File: config.mk
export PLATFORM = sky130hd
export DESIGN_NAME = imm_gen_pipe
export DESIGN_NICKNAME = d
export VERILOG_FILES = /design/src/rtl/imm_gen_pipe.sv
export SDC_FILE = /design/constraint.sdc
export NUM_CORES = 1
export LEC_CHECK = 0
export BUFFER_PORTS_ARGS = -buffer_cell sky130_fd_sc_hd__buf_2
export CAP_MARGIN = 20
export CELL_PAD_IN_SITES_DETAIL_PLACEMENT = 1
export CELL_PAD_IN_SITES_GLOBAL_PLACEMENT = 2
export CORE_MARGIN = 2
export CORE_UTILIZATION = 30
export DETAILED_ROUTE_END_ITERATION = 12
export GPL_TIMING_DRIVEN = 0
export PLACE_DENSITY = 0.66
export REMOVE_ABC_BUFFERS = 1
export SLEW_MARGIN = 20
export SYNTH_ARGS = -nofsm -noshare
export SYNTH_HDL_FRONTEND = slang
export SYNTH_SLANG_ARGS = --single-unit
File: constraint.sdc
create_clock -name clk -period 3.9 [get_ports clk]
set_clock_uncertainty 0.15 [all_clocks]
set_input_delay 0.195 -clock clk [delete_from_list [all_inputs] [get_ports clk]]
set_output_delay 0.195 -clock clk [all_outputs]
set_load 0.01 [all_outputs]
File: src/rtl/imm_gen_pipe.sv
// imm_gen_pipe: RV32 immediate decoder feeding a 2-entry valid/ready FIFO.
// The decode is combinational on the input. The decoded entry is captured
// on the input handshake and presented one cycle later. in_ready depends
// only on registered occupancy, so no combinational path runs from
// out_ready to in_ready.
module imm_gen_pipe #(
    parameter int XLEN  = 32,
    parameter int CNT_W = 16
) (
    input  logic             clk,
    input  logic             rst_n,
    input  logic             in_valid,
    output logic             in_ready,
    input  logic [31:0]      instruction,
    input  logic [2:0]       imm_sel,
    output logic             out_valid,
    input  logic             out_ready,
    output logic [XLEN-1:0]  imm,
    output logic [2:0]       out_sel,
    output logic             illegal,
    output logic [CNT_W-1:0] imm_count
);

    localparam logic [2:0] SEL_R = 3'b000;
    localparam logic [2:0] SEL_I = 3'b001;
    localparam logic [2:0] SEL_B = 3'b010;
    localparam logic [2:0] SEL_S = 3'b011;
    localparam logic [2:0] SEL_U = 3'b100;
    localparam logic [2:0] SEL_J = 3'b101;

    typedef struct packed {
        logic [XLEN-1:0] imm;
        logic [2:0]      sel;
        logic            illegal;
    } entry_t;

    logic [31:0]     raw32;
    logic [XLEN-1:0] dec_imm;
    logic            dec_illegal;

    entry_t          entry_q [2];
    entry_t          entry_d [2];
    logic            wr_ptr_q, wr_ptr_d;
    logic            rd_ptr_q, rd_ptr_d;
    logic [1:0]      count_q, count_d;
    logic [CNT_W-1:0] cnt_q, cnt_d;

    logic            push;
    logic            pop;
    entry_t          head;

    // Decode the immediate as a 32-bit sign-extended value, then widen to XLEN.
    always_comb begin
        // NOTE: every variable gets a default first so no path infers a latch.
        raw32       = '0;
        dec_illegal = 1'b0;
        case (imm_sel)
            SEL_R: raw32 = '0;
            SEL_I: raw32 = {{20{instruction[31]}}, instruction[31:20]};
            SEL_S: raw32 = {{20{instruction[31]}}, instruction[31:25], instruction[11:7]};
            SEL_B: raw32 = {{19{instruction[31]}}, instruction[31], instruction[7],
                            instruction[30:25], instruction[11:8], 1'b0};
            SEL_U: raw32 = {instruction[31:12], 12'b0};
            SEL_J: raw32 = {{11{instruction[31]}}, instruction[31], instruction[19:12],
                            instruction[20], instruction[30:21], 1'b0};
            default: dec_illegal = 1'b1;
        endcase
        dec_imm        = {XLEN{raw32[31]}};
        dec_imm[31:0]  = raw32;
    end

    assign in_ready  = (count_q != 2'd2);
    assign out_valid = (count_q != 2'd0);
    assign push      = in_valid && in_ready;
    assign pop       = out_valid && out_ready;
    assign head      = entry_q[rd_ptr_q];

    // Outputs read as zero while the FIFO is empty, so stale storage never shows.
    assign imm       = out_valid ? head.imm     : '0;
    assign out_sel   = out_valid ? head.sel     : '0;
    assign illegal   = out_valid ? head.illegal : 1'b0;
    assign imm_count = cnt_q;

    // Next-state for FIFO storage, pointers, occupancy and handshake counter.
    always_comb begin
        entry_d  = entry_q;
        wr_ptr_d = wr_ptr_q;
        rd_ptr_d = rd_ptr_q;
        count_d  = count_q;
        cnt_d    = cnt_q;
        if (push) begin
            entry_d[wr_ptr_q] = '{imm: dec_imm, sel: imm_sel, illegal: dec_illegal};
            wr_ptr_d          = ~wr_ptr_q;
        end
        if (pop) begin
            rd_ptr_d = ~rd_ptr_q;
            cnt_d    = cnt_q + CNT_W'(1);
        end
        case ({push, pop})
            2'b10:   count_d = count_q + 2'd1;
            2'b01:   count_d = count_q - 2'd1;
            default: count_d = count_q;
        endcase
    end

    // Control state: synchronous active-low reset empties the FIFO and clears the counter.
    always_ff @(posedge clk) begin
        // NOTE: sequential state uses non-blocking assignments so all flops update together.
        if (!rst_n) begin
            wr_ptr_q <= 1'b0;
            rd_ptr_q <= 1'b0;
            count_q  <= 2'd0;
            cnt_q    <= '0;
        end else begin
            wr_ptr_q <= wr_ptr_d;
            rd_ptr_q <= rd_ptr_d;
            count_q  <= count_d;
            cnt_q    <= cnt_d;
        end
    end

    // Entry storage.
    always_ff @(posedge clk) begin
        // NOTE: storage is not reset; occupancy gates every read, so its contents never matter when empty.
        entry_q <= entry_d;
    end

endmodule

==> metrics.md <==
| Metric | Value |
|---|---|
| Status | `completed` |
| Final slew viol count | `0` |
| WL met3 | `399 um` |
| Root Driver | `clkbuf_16` |
| #FFs+latches synth | `roughly 90` |
| Initial core utilization | `30.6%` |
| Remaining global-route overflow | `0` |
| Critical path class | `reg2reg` |
| First-pass GRT wire length | `15,000 um` |
| Yosys Warn Count | `0` |
| Core footprint | `13,200 sq um` |
| Critical hold path startpoint | `instruction[28]` |
| # setup viols final | `0` |
| Synth unique cells | `41` |
| Highest fanout seen on the critical path | `11` |
| Met2 wire length | `4670 um` |
| Chip width | `120 um` |
| Wirelength per Cell | `between 15 and 20 um` |
| Worst path required time | `4020 ps` |
| Worst Path Buf+Inv | `2` |
| Number of vias per cell | `4.59` |
| Post-place instance area | `between 4000 and 5000 sq um` |
| Share of layout cells above drive strength 1 | `~27%` |
| DRT antenna net count | `0` |
| Final Hold Vio Count | `0` |
| Total power | `0.00324 W` |
| CP startpoint | `count_q[1]$_SDFFE_PN0P_` |
| Final Util | `38.8%` |
| Via count | `2,764` |
| Initial antenna violation count | `0` |
| Boundary Pins | `93` |
| Post_cts resized | `0` |
| Port Buf Inserts | `85` |
| Drt pass-1 iters | `4` |
| H-Tree Depth | `3` |
| Seq/Total Area, Yosys | `63.5%` |
| Synthesized instance count | `328` |
| Post-route design area | `5120 sq um` |
| CTS max path bufs | `2` |
| WL final | `9470 um` |
| Std cell rows | `42` |
| Maximum vdd drop | `223 uV` |
| Max Cap Viol | `0` |
| CP top delay family | `simple AND/OR/NAND/NOR gates` |
| Area delta synth->final | `26.7%` |
| Worst Setup End Kind | `flip-flop` |
| NumNets Final | `around 460` |
| Die H | `120 um` |
| CTS tree | `built` |
| FF-to-FF Start | `count_q[1]$_SDFFE_PN0P_` |
| DRC | `0` |
| Vias in the first global route | `2,881` |
| Slew of the pin with the lowest slew margin | `709 ps` |
| Met1 wire length | `between 4000 and 5000 um` |
| Rel. slew slack | `52.7%` |
| Leak pwr | `2.04 nW` |
| CTS Buf Count | `9` |
| CP cell instances | `nor2_4, inv_1, nand2_1, inv_1, ha_1, or3_1, a21boi_0` |
| PD cells | `632 nW/um^2` |
| CTS sink count | `92` |
| Clock-pin slew on the worst setup and hold paths | `70 ps` |
| Total Routing Usage GR | `13.7%` |
| Final Wtd Congestion | `0.702` |
| Slowest CP cell | `dfxtp_1` |
| Setup crit start kind | `flip-flop` |
| Most frequent CP cell | `inv_1` |
| Crit path DAT | `2310 ps` |
| ANT cells | `0` |
| Fin Hold WS | `about 14 ps` |
| Later-pin clock latency in the skew report | `around 340 ps` |
| Hold/Removal Path Class | `in2reg` |
| Final period util | `56.1%` |
| Setup bufs post-CTS | `0` |
| Mapped Area | `4040 sq um` |
| Mean Syn Cell Area | `between 10 and 15 sq um` |
| Crit path time final | `around 2200 ps` |
| Largest net degree at the start of global routing | `38` |
| Fmax achieved | `457 MHz` |
| DP HPWL | `6420 um` |
| RSZ-0062 raised after global routing | `false` |
| Top Metal Used | `met4` |
| Die footprint | `~14,000 sq um` |
| CP peak stage delay | `380 ps` |
| DRT iter0 DRCs | `75` |
logic make-up after synthesis:
logic type | after synthesis | synth area share (%)
AND/OR/NAND/NOR | 122 | 15.0
flip-flops | 92 | 63.5
AO/OA/AOI/OAI | 41 | 6.38
multiplexers | 38 | 9.45
buffers and inverters | 19 | 1.95
XOR/XNOR | 13 | 2.82
adder cells (fa/ha/maj) | 3 | 0.930
state kept, by name, indices dropped and copies added, names as in the netlist:
signal / cells
entry_q: 72
imm_count: 16
count_q: 2
rd_ptr_q: 1
wr_ptr_q: 1
layer usage:
| metal | global-route usage (%) | vias up |
|---|---|---|
| met2 | 23.2 | 62 |
| met5 | 0 | - |
| li1 | - | 1364 |
| met3 | 3.18 | 14 |
| met4 | 7.43 | 0 |
| met1 | 16.1 | 1324 |
area by class of cell:
class | count | area [sq um]
clock buffers | 9 | 225
clock inverters | 7 | 80.1
fillers | 1444 | 8070
inverters | 4 | 15.0
multi-input cells | 217 | 1420
flip-flops and latches | 92 | 2570
well taps | 176 | 220
repair buffers | 97 | 596
final timing paths:
path	slack, ps	cells after the start	endpoint
max	1710	7	count_q[1]$_SDFFE_PN0P_
min	10	3	entry_q[32]$_DFFE_PP_
max reg2reg	1710	7	count_q[1]$_SDFFE_PN0P_
min reg2reg	350	2	imm_count[15]$_SDFFE_PN0P_
cells in the mapped netlist, drive strengths merged:
cell type,instances,share of area [%]
a21boi,6,1.1
a21oi,10,1.2
a22o,4,0.87
and2,19,2.9
and3,1,0.16
and3b,1,0.22
and4,2,0.50
buf,7,0.84
clkbuf,8,0.74
dfxtp,20,9.9
edfxtp,72,54
ha,3,0.93
inv,4,0.37
mux2,1,0.28
mux2i,37,9.2
nand2,31,2.9
nand2b,5,0.77
nand3,6,0.87
nand4,4,0.99
nand4b,1,0.22
nor2,43,4.1
nor2b,2,0.31
nor3,1,0.12
o2111a,1,0.28
o211a,1,0.25
o211ai,1,0.19
o21ai,14,1.7
o21bai,1,0.19
o22ai,1,0.16
o31ai,2,0.37
or3,5,0.77
or4,1,0.19
xnor2,12,2.6
xor2,1,0.22
cell usage in the layout, fill, tap and decap left out, drive strengths merged, types with 2 or more instances in the layout:
cell type,count
clkbuf,9
or3,5
buf,89
a21oi,10
dfxtp,20
and2,19
nand2,31
mux2i,37
xnor2,12
o21ai,14
nand4,4
o31ai,2
ha,3
nand3,6
nor2b,2
dlygate4sd3,8
a21boi,6
nor2,43
inv,8
nand2b,5
edfxtp,72
and4,2
a22o,4
where the power goes:
part,internal (W),total (W),switching [W]
Clock,0.000507,0.000896,0.000389
Combinational,0.000426,0.000955,0.000529
Sequential,0.00124,0.00138,0.000141
Total,0.00218,0.00324,0.00106
stage by stage:
step / setup WS (ps) / cells / setup TNS, ps
5_1_grt: 1510 / 602 / 0
4_1_cts: 1630 / 602 / 0
6_report: 1710 / 602 / 0
3_5_place_dp: 1300 / 578 / 0
2_1_floorplan: 1040 / 313 / 0
3_3_place_gp: -79.9 / 574 / -2730
timing repair:
action                     CTS  global route
hold endpoints to repair    15             0
hold buffers                 8             0
setup endpoints to repair    0             0
worst min-delay path: cells and delay by family:
family / cells / cell delay, ps
simple gates: 2 / 110
buf+inv: 1 / 90
Note: power is estimated with default switching activity, not from simulation.
